## config.mk

```make
export PLATFORM = sky130hd
export DESIGN_NAME = mod503_residue_accumulator_flat
export DESIGN_NICKNAME = d
export VERILOG_FILES = /design/src/rtl/mod503_residue_accumulator_if.sv /design/src/rtl/mod503_residue_accumulator.sv /design/src/flat_wrapper.sv
export SDC_FILE = /design/constraint.sdc
export NUM_CORES = 1
export LEC_CHECK = 0
export CAP_MARGIN = 20
export CORE_ASPECT_RATIO = 0.9
export CORE_UTILIZATION = 47
export DETAILED_ROUTE_END_ITERATION = 16
export DONT_BUFFER_PORTS = 1
export HOLD_SLACK_MARGIN = 0.12
export PLACE_DENSITY = 0.74
export SLEW_MARGIN = 20
export SYNTH_ARGS = -nofsm -noshare
export SYNTH_HDL_FRONTEND = slang
export SYNTH_SLANG_ARGS = --single-unit
```

## constraint.sdc

```tcl
create_clock -name clk -period 8.77 [get_ports clk]
set_input_delay 0.877 -clock clk [delete_from_list [all_inputs] [get_ports clk]]
set_output_delay 0.877 -clock clk [all_outputs]
set_load 0.03 [all_outputs]
```

## src/rtl/mod503_residue_accumulator_if.sv

```systemverilog
// Residue stream in / result out bundle between the LUT bank, the accumulator and the datapath consumer.
// The accumulator takes the slave side; the upstream/consumer stand-in takes the master side.
interface mod503_residue_accumulator_if #(
  parameter int RES_W = 9,
  parameter int CNT_W = 6
);
  logic             in_valid;
  logic             in_ready;
  logic [RES_W-1:0] in_data;
  logic             in_last;
  logic             out_valid;
  logic             out_ready;
  logic [RES_W-1:0] out_data;
  logic [CNT_W-1:0] out_cnt;
  logic             out_trunc;
  logic             err;

  modport master (
    output in_valid, in_data, in_last, out_ready,
    input  in_ready, out_valid, out_data, out_cnt, out_trunc, err
  );

  modport slave (
    input  in_valid, in_data, in_last, out_ready,
    output in_ready, out_valid, out_data, out_cnt, out_trunc, err
  );
endinterface

```

## src/rtl/mod503_residue_accumulator.sv

```systemverilog
// Running mod-MODULUS sum of per-digit LUT residues; result valid one cycle after the last beat, held until taken.
// Optional MOD503_RANGE_CHECK_EN: flags and pre-reduces beats >= MODULUS via a sticky err.
module mod503_residue_accumulator #(
  parameter int MODULUS   = 503,
  parameter int RES_W     = 9,
  parameter int MAX_TERMS = 50,
  parameter int CNT_W     = 6
) (
  input  logic clk,
  input  logic rst_n,
  mod503_residue_accumulator_if.slave bus
);

  localparam logic [RES_W:0]   MOD_X = (RES_W+1)'(MODULUS);
  localparam logic [CNT_W-1:0] MAX_T = CNT_W'(MAX_TERMS);

  typedef enum logic [1:0] {S_IDLE, S_ACC, S_HOLD} state_t;

  state_t           state_q, state_d;
  logic [RES_W-1:0] acc_q, acc_d;
  logic [CNT_W-1:0] cnt_q, cnt_d;
  logic [RES_W-1:0] out_data_q, out_data_d;
  logic [CNT_W-1:0] out_cnt_q, out_cnt_d;
  logic             out_trunc_q, out_trunc_d;
  logic             in_ready_s;
  logic             out_valid_s;

  logic [RES_W-1:0] in_eff;
  logic [RES_W:0]   sum;
  logic [RES_W-1:0] red;
  logic [CNT_W-1:0] cnt_inc;
  logic             beat_acc;
  logic             finish;

`ifdef MOD503_RANGE_CHECK_EN
  logic in_over;
  logic err_q, err_d;

  assign in_over = ({1'b0, bus.in_data} >= MOD_X);
  assign in_eff  = in_over ? RES_W'({1'b0, bus.in_data} - MOD_X) : bus.in_data;
  assign err_d   = err_q | (beat_acc & in_over);
  assign bus.err = err_q;

  always_ff @(posedge clk or negedge rst_n) begin
    if (!rst_n) err_q <= 1'b0;
    else        err_q <= err_d;
  end
`else
  assign in_eff  = bus.in_data;
  assign bus.err = 1'b0;
`endif

  // Both operands are < MODULUS, so one conditional subtract fully reduces the sum.
  assign sum      = {1'b0, acc_q} + {1'b0, in_eff};
  assign red      = RES_W'((sum >= MOD_X) ? (sum - MOD_X) : sum);
  assign cnt_inc  = cnt_q + CNT_W'(1);
  assign beat_acc = bus.in_valid & in_ready_s;
  assign finish   = beat_acc & (bus.in_last | (cnt_inc == MAX_T));

  always_ff @(posedge clk or negedge rst_n) begin
    if (!rst_n) begin
      state_q     <= S_IDLE;
      acc_q       <= '0;
      cnt_q       <= '0;
      out_data_q  <= '0;
      out_cnt_q   <= '0;
      out_trunc_q <= 1'b0;
    end else begin
      state_q     <= state_d;
      acc_q       <= acc_d;
      cnt_q       <= cnt_d;
      out_data_q  <= out_data_d;
      out_cnt_q   <= out_cnt_d;
      out_trunc_q <= out_trunc_d;
    end
  end

  always_comb begin
    state_d = state_q;
    case (state_q)
      S_IDLE, S_ACC: if (beat_acc) state_d = finish ? S_HOLD : S_ACC;
      S_HOLD:        if (bus.out_ready) state_d = S_IDLE;
      default:       state_d = S_IDLE;
    endcase
  end

  always_comb begin
    acc_d       = acc_q;
    cnt_d       = cnt_q;
    out_data_d  = out_data_q;
    out_cnt_d   = out_cnt_q;
    out_trunc_d = out_trunc_q;
    if (finish) begin
      out_data_d  = red;
      out_cnt_d   = cnt_inc;
      out_trunc_d = ~bus.in_last;
    end else if (beat_acc) begin
      acc_d = red;
      cnt_d = cnt_inc;
    end else if ((state_q == S_HOLD) && bus.out_ready) begin
      acc_d = '0;
      cnt_d = '0;
    end
  end

  always_comb begin
    in_ready_s  = (state_q != S_HOLD);
    out_valid_s = (state_q == S_HOLD);
  end

  assign bus.in_ready  = in_ready_s;
  assign bus.out_valid = out_valid_s;
  assign bus.out_data  = out_data_q;
  assign bus.out_cnt   = out_cnt_q;
  assign bus.out_trunc = out_trunc_q;

endmodule

```

## src/flat_wrapper.sv

```systemverilog
// flat-port wrapper written by rule: the top's interface ports become plain ports
module mod503_residue_accumulator_flat 
#(
  parameter int MODULUS   = 503,
  parameter int RES_W     = 9,
  parameter int MAX_TERMS = 50,
  parameter int CNT_W     = 6
)
  (clk, rst_n, bus_in_valid, bus_in_data, bus_in_last, bus_out_ready, bus_in_ready, bus_out_valid, bus_out_data, bus_out_cnt, bus_out_trunc, bus_err);
  mod503_residue_accumulator_if #(.RES_W(RES_W), .CNT_W(CNT_W)) bus_i ();
  input  logic clk;
  input  logic rst_n;
  input wire logic [$bits(bus_i.in_valid)-1:0] bus_in_valid;
  input wire logic [$bits(bus_i.in_data)-1:0] bus_in_data;
  input wire logic [$bits(bus_i.in_last)-1:0] bus_in_last;
  input wire logic [$bits(bus_i.out_ready)-1:0] bus_out_ready;
  output wire logic [$bits(bus_i.in_ready)-1:0] bus_in_ready;
  output wire logic [$bits(bus_i.out_valid)-1:0] bus_out_valid;
  output wire logic [$bits(bus_i.out_data)-1:0] bus_out_data;
  output wire logic [$bits(bus_i.out_cnt)-1:0] bus_out_cnt;
  output wire logic [$bits(bus_i.out_trunc)-1:0] bus_out_trunc;
  output wire logic [$bits(bus_i.err)-1:0] bus_err;
  assign bus_i.in_valid = bus_in_valid;
  assign bus_i.in_data = bus_in_data;
  assign bus_i.in_last = bus_in_last;
  assign bus_i.out_ready = bus_out_ready;
  assign bus_in_ready = bus_i.in_ready;
  assign bus_out_valid = bus_i.out_valid;
  assign bus_out_data = bus_i.out_data;
  assign bus_out_cnt = bus_i.out_cnt;
  assign bus_out_trunc = bus_i.out_trunc;
  assign bus_err = bus_i.err;
  mod503_residue_accumulator #(.MODULUS(MODULUS), .RES_W(RES_W), .MAX_TERMS(MAX_TERMS), .CNT_W(CNT_W)) u_core (.clk(clk), .rst_n(rst_n), .bus(bus_i));
endmodule
```

Word-level counts from Yosys, hierarchy flattened
Cells that the tools add are included.

Bits in registers: 33. Latch bits: 0. Memory bits (writable): 0. Bits in read-only memories: 0. Input bits: 14. Output and inout port bits: 19. Memories kept: 0.

$add $sub $neg: 3. Multipliers: 0. Div/mod/pow operators: 0. Order comparisons: 1. Eq/ne operators: 6. Shift-type cells: 0. Multiplexer cells: 9. Bitwise logic cells: 5. Reductions and logical operators: 6.

Operators with widths (count): two-way mux 9 bit (3); two-way mux 6 bit (2); adder 9 x 9 -> 10 bit (1); >= comparator 10 x 9 -> 1 bit (second input constant) (1); subtractor 9 bit (second input constant) (1); adder 6 x 1 -> 6 bit (second input constant) (1); equality test 6 bit (second input constant) (1); two-way mux 2 bit (3); inequality test 2 bit (second input constant) (2); case mux 2 bit (2 select lines) (1); AND reduction 2 bit (2); bitwise AND 1 bit (2); equality test 2 x 1 -> 1 bit (second input constant) (1); equality test 2 bit (second input constant) (1); logical NOT 2 bit (1); inequality test 2 x 1 -> 1 bit (second input constant) (1); inverter 1 bit (2); nonzero test 2 bit (1); OR reduction 2 bit (1); logical AND 1 bit (1); OR 1 bit (1).

Logic depth before layout (Yosys ltp)
Word-level depth: 7. Depth in mapped cells: 9.

Least setup slack after synthesis
Ideal clock, no wire load.

Path kind: input to register. From: input bus_in_data[0]. To: register u_core.out_data_q[2] (netlist: u_core.bus.out_data[2]). Library setup time: 0.074 ns. Data arrival time: 3.253 ns. Path slack: 5.443 ns. Cell stages on the path: 9. Cell sequence: ha_1 fa_1 a21o_1 a221oi_2 nand3_1 and3_1 or4_4 o32a_1 o21ai_2.

Cells in the longest elaborated chain, start to end: 3. Elaborated cells between the ends (all ways): 4. Those cells by class: add/sub: 2; order compare: 1; mux: 1.

Ends and longest elaborated chain: from (decl) (RTL line flat_wrapper.sv:14) `input wire logic [$bits(bus_i.in_data)-1:0] bus_in_data;`; adder 9 x 9 -> 10 bit (*) (RTL line mod503_residue_accumulator.sv:54) `assign sum = {1'b0, acc_q} + {1'b0, in_eff};`; subtractor 9 bit or >= comparator 10 x 9 -> 1 bit (tied branches) (RTL line mod503_residue_accumulator.sv:55) `assign red = RES_W'((sum >= MOD_X) ? (sum - MOD_X) : sum);`; two-way mux 9 bit (*) (RTL line mod503_residue_accumulator.sv:55); to (signal assigned) (RTL line mod503_residue_accumulator.sv:72) `out_data_q <= out_data_d;`; to (decl) (RTL line mod503_residue_accumulator.sv:22) `logic [RES_W-1:0] out_data_q, out_data_d;`.

Every way passes the cells marked *; elsewhere a longest branch is shown, timed or not. A chain may end at the register's enable or synchronous reset.

Worst setup path after layout
From: input bus_in_data[0]. To: register u_core.out_data_q[5] (netlist: u_core.bus.out_data[5]).

The elaborated chain is that of the path after synthesis.

==> impl_metrics.csv <==
group,metric,value,unit
clock_network,postCtsHoldBufs,0,
logic_synthesis,synthCells,257,
timing,final-setup-viol-count,0,
timing,skew,0.003760,ns
layout,syn_to_final_growth,5.519,%
layout,fin_area,2440,um2
logic_synthesis,avgSynthCellArea,8.997,um2
detailed_routing,routedWlPerCell,16.38,um
job,max_cap_viol_count,0,
clock_network,clockBufferDepth,2,
clock_network,clock-sinks,33,
detailed_routing,via_per_inst,5.959,
timing,hold_ws,0.2804,ns
timing,min_period,3.196,ns
clock_network,htree_levels,2,
die,num_rows,23,
global_routing,grt_pass1_wl,8535,um
global_routing,grt_max_degree,34,
critical_path,worstPathArrival,3.37,ns
detailed_routing,drc_errors,0,
logic_synthesis,ys.flop_type,"dfrtp_1",
layout,final_cell_mix,"dfrtp_1 (33), nand2_1 (29), o21ai_0 (28), nor2_1 (16), a21oi_1 (13)",
critical_path,crit_path_start_kind,"primary input",
clock_network,cts_tree,"done",
die,io_pins,33,
clock_network,post_cts_buffers,0,
logic_synthesis,yosysTopAreaCell,"dfrtp_1",
critical_path,cp.required,8.95,ns
detailed_routing,wirelength,5209,um
hold_path,holdCritPathClass,"in2async",
placed_design,io_buffers,0,
logic_synthesis,yosysTopAreaCellShare,35.71,%
placed_design,placed_area,2354,um2
pwr,leakagePower,0.001049,uW
critical_path,reg2reg_setup_slack,5.75,ns
critical_path,reg2reg_from,"u_core.acc_q[1]$_DFFE_PN0P_",
placed_design,dp.final_hpwl,3836,um
timing,fin_ws,5.574,ns
detailed_routing,drt_iter0_markers,129,
layout,drive_gt1_share,9.766,%
critical_path,r2r_end,"u_core.bus.out_data[3]$_DFFE_PN0P_",
layout,nets,282,
timing,fin_tns_setup,0,ns
die,dieHeight,68.54,um
global_routing,grt_pass1_vias,1718,
critical_path,endpoint_kind,"register",
global_routing,antenna_found_initial,0,
clock_network,clkTransAtPathRegs,0.07,ns
logic_synthesis,synth_top_cells_by_area,"dfrtp_1 (36%), ha_1 (6.5%), o21ai_0 (6.1%)",
logic_synthesis,ys_seq_elements,33,
placed_design,place_congestion,0.8841,
die,coreArea,4576,um2
timing,hold_viol_final,0,
die,die_area,5205,um2
global_routing,overflow,0,
detailed_routing,ant_nets,0,
logic_synthesis,synth_edf_count,0,
pwr,power,1022,uW
timing,rsz0062_at_grt,"false",
logic_synthesis,synthArstFlopShare,100.0,%
global_routing,grt_usage,21.49,%
timing,worst_pin_slew,0.7259,ns
critical_path,worstPathCellList,"ha_1 > fa_1 > a21o_1 > a221oi_2 > nand3_1 > and3_1 > o41ai_2 > a21boi_0 > o22a_1",
clock_network,clock_latency,0.29,ns
critical_path,reg2reg_depth,7,
critical_path,crit_fanout,4,
timing,period_share,36.44,%
timing,drv_slew,0,
die,die-width,75.94,um
placed_design,place_ws,5.297,ns
layout,final_common_cell,"dfrtp_1",
logic_synthesis,synth_cell_types,59,
run_status,status,"complete, no violations",
layout,antennaDiodeCount,0,
logic_synthesis,seq_area_frac_synth,35.71,%
logic_synthesis,syn_area,2312,um2
detailed_routing,first_pass_iters,4,
timing,fmax,0.3129,GHz
logic_synthesis,syn-num-nets,284,
clock_network,cts_made_buffers,5,
clock_network,cts-root-buf,"clkbuf_8",
detailed_routing,vias,1895,
die,initial_core_util,50.53,%
logic_synthesis,yosysWarnings,0,
critical_path,max_stage_delay,0.45,ns
clock_network,cts_resized,0,
pwr,max-vdd-ir-drop,0.2136,mV
critical_path,critPathKind,"in2reg",
critical_path,cp_slowest_cell,"o41ai_2",
pwr,p_per_area,418.9,nW/um2
timing,relSlewSlack,51.61,%
per-layer routing:
layer | track usage, % | vias up | routed length [um]
li1 | - | 950 | -
met1 | 31.84 | 877 | 2691
met2 | 30.80 | 63 | 2095
met3 | 5.658 | 5 | 388
met4 | 5.769 | 0 | 34
met5 | 0 | - | 0
critical path, delay by kind of cell:
kind	cells	cell delay, ns
AOI/OAI and AO/OA	5	1.45
adders and majority gates	2	0.64
and+or+nand+nor	2	0.40
worst max path at each step:
stage / from / endpoint / slack (ns) / cells past startpoint
final: bus_in_data[0] / u_core.bus.out_data[5]$_DFFE_PN0P_ / 5.57 / 9
after global routing: bus_in_data[0] / u_core.acc_q[3]$_DFFE_PN0P_ / 5.40 / 9
after CTS: bus_in_data[0] / u_core.bus.out_data[2]$_DFFE_PN0P_ / 5.61 / 9
after detailed placement: bus_in_data[0] / u_core.acc_q[1]$_DFFE_PN0P_ / 5.30 / 8
after global placement: bus_in_data[0] / u_core.bus.out_data[2]$_DFFE_PN0P_ / 5.33 / 9
after floorplan: bus_in_data[0] / u_core.bus.out_data[2]$_DFFE_PN0P_ / 5.44 / 9
per-stage QoR:
stage,util [%],cells
global route,53.32,318
floorplan,-,257
CTS,53.32,318
detailed placement,51.44,310
finish,53.32,318
global placement,51.44,310
cells by family after synthesis:
kind of cell,count (synthesis),share of synthesized area [%]
AOI/OAI and AO/OA,89,27.81
and+or+nand+nor,89,19.75
DFF,33,35.71
buffers and inverters,17,3.031
adders and majority gates,13,7.359
xor gates and xnor gates,12,4.870
muxes,3,1.299
other,1,0.1622
final cells by class:
cell class | instances | area [um2]
clock inverters | 3 | 17.52
inverters | 7 | 26.28
well taps | 62 | 77.57
fillers | 417 | 2136
flip-flops and latches | 33 | 825.8
repair buffers | 1 | 7.507
multi-input cells | 207 | 1416
clock buffers | 5 | 68.82
where the power goes:
part | switching [uW] | internal [uW] | leakage [uW]
logic | 371 | 229 | 0.000595
registers | 101 | 207 | 0.000411
clock network | 59.4 | 54.8 | 0.0000439
Yosys cell counts (2+ instances only):
master	count
dfrtp_1	33
and2_1	5
o211a_1	2
clkbuf_1	7
or3_1	2
a22oi_1	2
nor2b_1	2
o31ai_1	5
nor3_1	4
nor2_1	16
xor2_1	5
inv_1	7
a21oi_1	13
a21boi_0	2
o211ai_1	4
mux2i_1	3
xnor2_1	6
nand3_1	11
nand2_1	29
a31oi_1	4
o22ai_1	2
o221a_2	2
ha_1	12
a211oi_1	4
buf_2	2
o21ai_0	28
and3_1	5
nand2b_1	4
a21o_1	4
o21a_1	2
nor3_2	2
registers in the layout, indices dropped and copies added (netlist names):
register / cells
u_core.cnt_q: 6
u_core.acc_q: 9
u_core.bus.out_cnt: 6
u_core.bus.out_trunc: 1
u_core.state_q: 2
u_core.bus.out_data: 9
No activity file was read; power rests on OpenSTA's default activity.
